`src/rtl/lsu_pkg.sv`:
```
// +------------------------------------------------------------------+
// | lsu_pkg                                                          |
// | Shared size encodings, FSM states and defaults for the LSU.      |
// | Revision: 1.0                                                    |
// +------------------------------------------------------------------+
`default_nettype none

package lsu_pkg;

  localparam int LSU_ADDR_W = 10;

  localparam logic [1:0] SZ_BYTE = 2'b00;
  localparam logic [1:0] SZ_HALF = 2'b01;
  localparam logic [1:0] SZ_WORD = 2'b10;

  typedef enum logic [2:0] {
    ST_IDLE = 3'd0,
    ST_RD   = 3'd1,
    ST_DATA = 3'd2,
    ST_WR   = 3'd3,
    ST_RSP  = 3'd4
  } state_t;

  // Reserved size (2'b11) is checked like a word.
  function automatic logic is_misaligned(input logic [1:0] size, input logic [1:0] lane);
    logic mis;
    case (size)
      SZ_BYTE: mis = 1'b0;
      SZ_HALF: mis = lane[0];
      default: mis = |lane;
    endcase
    return mis;
  endfunction

endpackage

`default_nettype wire

```
`src/rtl/lsu_align.sv`:
```
// +------------------------------------------------------------------+
// | lsu_align                                                        |
// | Combinational lane extract/extend for loads and merge for stores.|
// | Revision: 1.0                                                    |
// +------------------------------------------------------------------+
`default_nettype none

module lsu_align
  import lsu_pkg::*;
(
  input  logic [31:0] rd_word,
  input  logic [31:0] wdata,
  input  logic [1:0]  size,
  input  logic [1:0]  lane,
  input  logic        is_unsigned,
  output logic [31:0] load_data,
  output logic [31:0] store_data
);

  logic [7:0]  sel_byte;
  logic [15:0] sel_half;

  always_comb begin
    sel_byte   = rd_word[{lane, 3'b000} +: 8];
    sel_half   = rd_word[{lane[1], 4'b0000} +: 16];
    load_data  = rd_word;
    store_data = wdata;
    case (size)
      SZ_BYTE: begin
        load_data  = {{24{~is_unsigned & sel_byte[7]}}, sel_byte};
        store_data = rd_word;
        store_data[{lane, 3'b000} +: 8] = wdata[7:0];
      end
      SZ_HALF: begin
        load_data  = {{16{~is_unsigned & sel_half[15]}}, sel_half};
        store_data = rd_word;
        store_data[{lane[1], 4'b0000} +: 16] = wdata[15:0];
      end
      default: begin
        load_data  = rd_word;
        store_data = wdata;
      end
    endcase
  end

endmodule

`default_nettype wire

```
`src/rtl/load_store_unit.sv`:
```
// +------------------------------------------------------------------+
// | load_store_unit                                                  |
// | Valid/ready load/store initiator for a word-addressed data RAM.  |
// | Optional macro LSU_MISALIGN_TRAP_EN: trap misaligned half/word.  |
// | Revision: 1.0                                                    |
// +------------------------------------------------------------------+
`default_nettype none

module load_store_unit
  import lsu_pkg::*;
#(
  parameter int ADDR_W = LSU_ADDR_W,
  parameter int DATA_W = 32
) (
  input  logic              clk,
  input  logic              rst_n,
  input  logic              req_valid,
  output logic              req_ready,
  input  logic              req_we,
  input  logic [1:0]        req_size,
  input  logic              req_unsigned,
  input  logic [31:0]       req_addr,
  input  logic [DATA_W-1:0] req_wdata,
  output logic              rsp_valid,
  output logic [DATA_W-1:0] rsp_rdata,
  output logic              rsp_err,
  output logic              mem_we,
  output logic [ADDR_W-1:0] mem_addr,
  output logic [DATA_W-1:0] mem_wdata,
  input  logic [DATA_W-1:0] mem_rdata
);

  state_t              state_q, state_d;
  logic                we_q, we_d;
  logic [1:0]          size_q, size_d;
  logic                uns_q, uns_d;
  logic [1:0]          lane_q, lane_d;
  logic [DATA_W-1:0]   wdata_q, wdata_d;
  logic                mem_we_q, mem_we_d;
  logic [ADDR_W-1:0]   mem_addr_q, mem_addr_d;
  logic [DATA_W-1:0]   mem_wdata_q, mem_wdata_d;
  logic                rsp_valid_q, rsp_valid_d;
  logic [DATA_W-1:0]   rsp_rdata_q, rsp_rdata_d;
  logic                rsp_err_q, rsp_err_d;

  logic [ADDR_W-1:0]   word_addr;
  logic                misalign;
  logic [DATA_W-1:0]   load_data;
  logic [DATA_W-1:0]   store_data;
  logic                unused_addr_bits;

  // Byte address bits above the RAM range wrap silently.
  assign word_addr        = req_addr[ADDR_W+1:2];
  assign unused_addr_bits = ^req_addr[31:ADDR_W+2];

`ifdef LSU_MISALIGN_TRAP_EN
  assign misalign = is_misaligned(req_size, req_addr[1:0]);
`else
  assign misalign = 1'b0;
`endif

  lsu_align u_align (
    .rd_word     (mem_rdata),
    .wdata       (wdata_q),
    .size        (size_q),
    .lane        (lane_q),
    .is_unsigned (uns_q),
    .load_data   (load_data),
    .store_data  (store_data)
  );

  always_comb begin
    state_d     = state_q;
    we_d        = we_q;
    size_d      = size_q;
    uns_d       = uns_q;
    lane_d      = lane_q;
    wdata_d     = wdata_q;
    mem_we_d    = 1'b0;
    mem_addr_d  = mem_addr_q;
    mem_wdata_d = mem_wdata_q;
    rsp_valid_d = 1'b0;
    rsp_rdata_d = rsp_rdata_q;
    rsp_err_d   = rsp_err_q;
    case (state_q)
      ST_IDLE: begin
        if (req_valid) begin
          we_d        = req_we;
          size_d      = req_size;
          uns_d       = req_unsigned;
          lane_d      = req_addr[1:0];
          wdata_d     = req_wdata;
          rsp_rdata_d = '0;
          rsp_err_d   = 1'b0;
          if (misalign) begin
            rsp_valid_d = 1'b1;
            rsp_err_d   = 1'b1;
            state_d     = ST_RSP;
          end else if (req_we && req_size[1]) begin
            // Full-word store needs no read; write straight away.
            mem_we_d    = 1'b1;
            mem_addr_d  = word_addr;
            mem_wdata_d = req_wdata;
            state_d     = ST_WR;
          end else begin
            mem_addr_d  = word_addr;
            state_d     = ST_RD;
          end
        end
      end
      ST_RD: state_d = ST_DATA;
      ST_DATA: begin
        if (we_q) begin
          mem_wdata_d = store_data;
          mem_we_d    = 1'b1;
          state_d     = ST_WR;
        end else begin
          rsp_rdata_d = load_data;
          rsp_valid_d = 1'b1;
          state_d     = ST_RSP;
        end
      end
      ST_WR: begin
        rsp_valid_d = 1'b1;
        state_d     = ST_RSP;
      end
      ST_RSP:  state_d = ST_IDLE;
      default: state_d = ST_IDLE;
    endcase
  end

  always_ff @(posedge clk or negedge rst_n) begin
    if (!rst_n) begin
      state_q     <= ST_IDLE;
      we_q        <= 1'b0;
      size_q      <= SZ_BYTE;
      uns_q       <= 1'b0;
      lane_q      <= 2'b00;
      wdata_q     <= '0;
      mem_we_q    <= 1'b0;
      mem_addr_q  <= '0;
      mem_wdata_q <= '0;
      rsp_valid_q <= 1'b0;
      rsp_rdata_q <= '0;
      rsp_err_q   <= 1'b0;
    end else begin
      state_q     <= state_d;
      we_q        <= we_d;
      size_q      <= size_d;
      uns_q       <= uns_d;
      lane_q      <= lane_d;
      wdata_q     <= wdata_d;
      mem_we_q    <= mem_we_d;
      mem_addr_q  <= mem_addr_d;
      mem_wdata_q <= mem_wdata_d;
      rsp_valid_q <= rsp_valid_d;
      rsp_rdata_q <= rsp_rdata_d;
      rsp_err_q   <= rsp_err_d;
    end
  end

  assign req_ready = (state_q == ST_IDLE);
  assign rsp_valid = rsp_valid_q;
  assign rsp_rdata = rsp_rdata_q;
  assign rsp_err   = rsp_err_q;
  assign mem_we    = mem_we_q;
  assign mem_addr  = mem_addr_q;
  assign mem_wdata = mem_wdata_q;

endmodule

`default_nettype wire

```
`config.mk`:
```
export PLATFORM = sky130hd
export DESIGN_NAME = load_store_unit
export DESIGN_NICKNAME = d
export VERILOG_FILES = /design/src/rtl/lsu_pkg.sv /design/src/rtl/lsu_align.sv /design/src/rtl/load_store_unit.sv
export SDC_FILE = /design/constraint.sdc
export NUM_CORES = 1
export LEC_CHECK = 0
export CORE_ASPECT_RATIO = 1.5
export CORE_UTILIZATION = 43
export DETAILED_ROUTE_END_ITERATION = 8
export PLACE_DENSITY_LB_ADDON = 0.08
export SYNTH_ARGS = -nofsm -noshare
export SYNTH_HDL_FRONTEND = slang
export SYNTH_SLANG_ARGS = --single-unit
```
`constraint.sdc`:
```
create_clock -name clk -period 2.1 [get_ports clk]
set_input_delay 0.315 -clock clk [delete_from_list [all_inputs] [get_ports clk]]
set_output_delay 0.315 -clock clk [all_outputs]
set_load 0.02 [all_outputs]
```
==> impl_metrics.csv, run 1 <==
group,metric,value,unit
clock_tree,cts_sinks,117,
clock_tree,htreeDepth,4,
timing,relSlewSlack,0.480,
power,p_leak,3.73,nW
global_route,grt-ovfl-total,0,
power,p_total,15.0,mW
job,drv_cap,0,
route,wl,21000,µm
route,ant_nets,0,
cells_and_area,layout.cells.non_filler,956,
min_path,hold_path_class,"in2async",
clock_tree,cts_tree,"done",
floorplan,rows,53,
route,via_count,5543,
timing,rsz0062_at_grt,"false",
place,io_buffers,159,
yosys,avgSynthCellArea,10.7,µm²
route,dr.first_iter.drc_count,319,
route,drc,0,
clock_tree,insertion_delay,0.42,ns
worst_setup_path,reg2reg_slack,0.12,ns
route,viasPerCell,5.80,
worst_setup_path,cp_data_required_time,2.38,ns
place,placed_cells,922,
worst_setup_path,start_kind,"register",
timing,finalSetupViolCount,0,
floorplan,fp.coreArea,0.0141,mm²
worst_setup_path,ff2ff_path_depth,4,
yosys,synth_top_area_cell,"dfrtp_1",
floorplan,num_io_pins,181,
power,p_per_area,1680,mW/mm²
worst_setup_path,worst_r2r_endpoint,"mem_wdata[4]$_DFFE_PN0P_",
timing,timing.hold.ws,0.416,ns
cells_and_area,n_antenna_cell,0,
power,peakVddDrop,0.879,mV
yosys,synthArstFlopShare,1.00,
cells_and_area,nFillCells,1201,
cells_and_area,drive_gt1_frac,0.200,
run_status,status,"finished clean",
cells_and_area,final_cell_area,0.00892,mm²
worst_setup_path,cp_max_fo,14,
yosys,ys_seq_area_frac,0.472,
global_route,grt_pass1_wl,32500,µm
timing,fin_crit,1.98,ns
cells_and_area,syn2layout_area_growth,43.7,%
timing,tightest_slew,0.777,ns
place,dpl_cell_area,0.00820,mm²
worst_setup_path,regToRegStartpoint,"size_q[0]$_DFFE_PN0P_",
timing,hold_violations,0,
worst_setup_path,worstPathArrival,2.26,ns
timing,drv_slew,0,
clock_tree,root_buffer,"clkbuf_16",
yosys,synth_warnings,0,
route,wire_per_inst,22.0,µm
route,first_pass_iters,5,
cells_and_area,final_nets,859,
place,gp_congestion,0.849,
timing,fmax,0.505,GHz
clock_tree,clk_pin_slew,0.06,ns
global_route,grt_pass1_vias,5720,
floorplan,die_width,100,µm
global_route,grt_max_degree,45,
yosys,synth_seq_cells,117,
yosys,syn_nets,688,
clock_tree,clk_path_buf_depth,2,
clock_tree,cts_buffers,17,
yosys,synth_edf_count,0,
place,hpwl,15200,µm
yosys,synthDistinctLibCells,42,
floorplan,dieHeight,149,µm
global_route,grt_use_total,0.293,
worst_setup_path,cp-end-kind,"register",
yosys,syn_inst,580,
yosys,synth_top_area_frac,0.472,
global_route,antenna_found_initial,0,
timing,period_share,0.943,
yosys,synthTopCellsByArea,"dfrtp_1 47%, mux2_2 10%, a221o_1 5.2%",
floorplan,dieArea,0.0149,mm²
yosys,yosys_most_used_dff,"dfrtp_1",
worst_setup_path,path_class,"reg2reg",
floorplan,start_util,0.441,
yosys,netlist_area,0.00621,mm²
timing,clock-skew-final,0.00847,ns
[layout by cell type, fill, tap and decap left out, drive strengths merged]
cell type	count
dlygate4sd3	1
o211ai	9
a311oi	1
nor2b	9
a21oi	31
a221oi	22
clkdlybuf4s50	157
a21o	2
o31ai	7
inv	24
clkbuf	19
nand2	44
o21ai	52
a2111oi	2
o22ai	8
a221o	32
nand2b	11
a22o	8
nand4b	1
a311o	1
conb	1
nor2	31
clkinv	2
mux4	7
buf	42
ha	5
clkinvlp	2
and4	3
or2	3
dfrtp	117
mux2i	25
mux2	56
a22oi	2
dlygate4sd2	1
bufinv	5
or3b	1
nor3b	3
a211oi	10
nor3	7
[kinds of logic (layout without fill, tap and decap cells)]
group | Yosys count | in the layout | share of synthesized area
AO/OA/AOI/OAI | 187 | 187 | 0.216
flip-flops | 117 | 117 | 0.472
AND/OR/NAND/NOR | 113 | 113 | 0.0865
multiplexers | 88 | 88 | 0.167
buffers and inverters | 69 | 253 | 0.0474
adder cells (fa/ha/maj) | 5 | 5 | 0.0101
other | 1 | 1 | 0.000604
[cells in the mapped netlist, types with 19 or more instances]
| master | instances |
|---|---|
| o21ai_0 | 44 |
| nor2_1 | 31 |
| inv_1 | 19 |
| clkbuf_1 | 25 |
| a221oi_1 | 22 |
| nand2_1 | 44 |
| a21oi_1 | 31 |
| mux2i_1 | 25 |
| mux2_2 | 56 |
| dfrtp_1 | 117 |
| buf_2 | 19 |
| a221o_1 | 32 |
[where the power goes]
| group | switching, mW | internal [mW] | leakage, nW |
|---|---|---|---|
| registers | 0.965 | 3.33 | 1.44 |
| logic | 3.87 | 3.53 | 1.97 |
| clock network | 1.13 | 2.19 | 0.321 |
[sequential cells by signal, indices dropped and copies added (netlist names)]
signal,count
rsp_rdata,32
lane_q,2
mem_wdata,32
wdata_q,32
we_q,1
mem_we,1
mem_addr,10
rsp_valid,1
uns_q,1
state_q,3
size_q,2
[stage by stage]
step | setup TNS [ns] | util | setup WS [ns]
final | 0 | 0.634 | 0.120
after global placement | -4.25 | 0.583 | -0.236
after CTS | 0 | 0.633 | 0.0516
after global routing | 0 | 0.634 | 0.0144
after detailed placement | -5.67 | 0.583 | -0.284
after floorplan | 0 | - | 0.00501
[worst max path at each step]
stage,from,end,depth (start not counted)
global route,size_q[0]$_DFFE_PN0P_,mem_wdata[4]$_DFFE_PN0P_,4
global placement,req_valid,rsp_rdata[1]$_DFFE_PN0P_,6
finish,size_q[0]$_DFFE_PN0P_,mem_wdata[4]$_DFFE_PN0P_,4
CTS,lane_q[1]$_DFFE_PN0P_,mem_wdata[24]$_DFFE_PN0P_,6
floorplan,lane_q[1]$_DFFE_PN0P_,mem_wdata[2]$_DFFE_PN0P_,9
detailed placement,req_valid,rsp_rdata[4]$_DFFE_PN0P_,6
[cell type report]
| cell class | count | area [µm²] | area share |
|---|---|---|---|
| repair buffers | 201 | 1980 | 0.222 |
| clock inverters | 13 | 218 | 0.0244 |
| well taps | 192 | 240 | 0.0269 |
| flip-flops and latches | 117 | 2930 | 0.328 |
| clock buffers | 19 | 453 | 0.0508 |
| inverters | 20 | 75.1 | 0.00842 |
| multi-input cells | 394 | 3020 | 0.339 |
[what timing repair did]
item                                   4_1_cts  5_1_grt
setup endpoints to repair                   18       26
endpoints found under the hold margin       34        0
setup buffers                                1        0
hold buffers                                 1        0
resized for setup                            2        4
pin swaps                                    1        0
[worst max-delay path: stages (launching register included)]
cell and delay [ns]:
dfrtp_1 0.62, nor2_1 0.14, a311o_2 0.51, a221oi_1 0.43
o31ai_1 0.13
[per-layer routing]
metal | track usage | share of wire
met2 | 0.496 | 0.51
met4 | 0.123 | 0.031
met5 | 0 | 0
met3 | 0.0553 | 0.059
met1 | 0.364 | 0.40
(Power assumes the default switching activity.)
==> run 2: changes to the inputs <==
Settings changed: ABC_CLOCK_PERIOD_IN_PS set to 2100.
==> results of run 2 <==
Same layout as run 1: the final DEF is identical, and so are final timing and power.
==> run 3: changes to the inputs <==
Settings changed: CTS_CLUSTER_DIAMETER set to 30.
==> results of run 3 <==
Same layout as run 1: the final DEF is identical, and so are final timing and power.
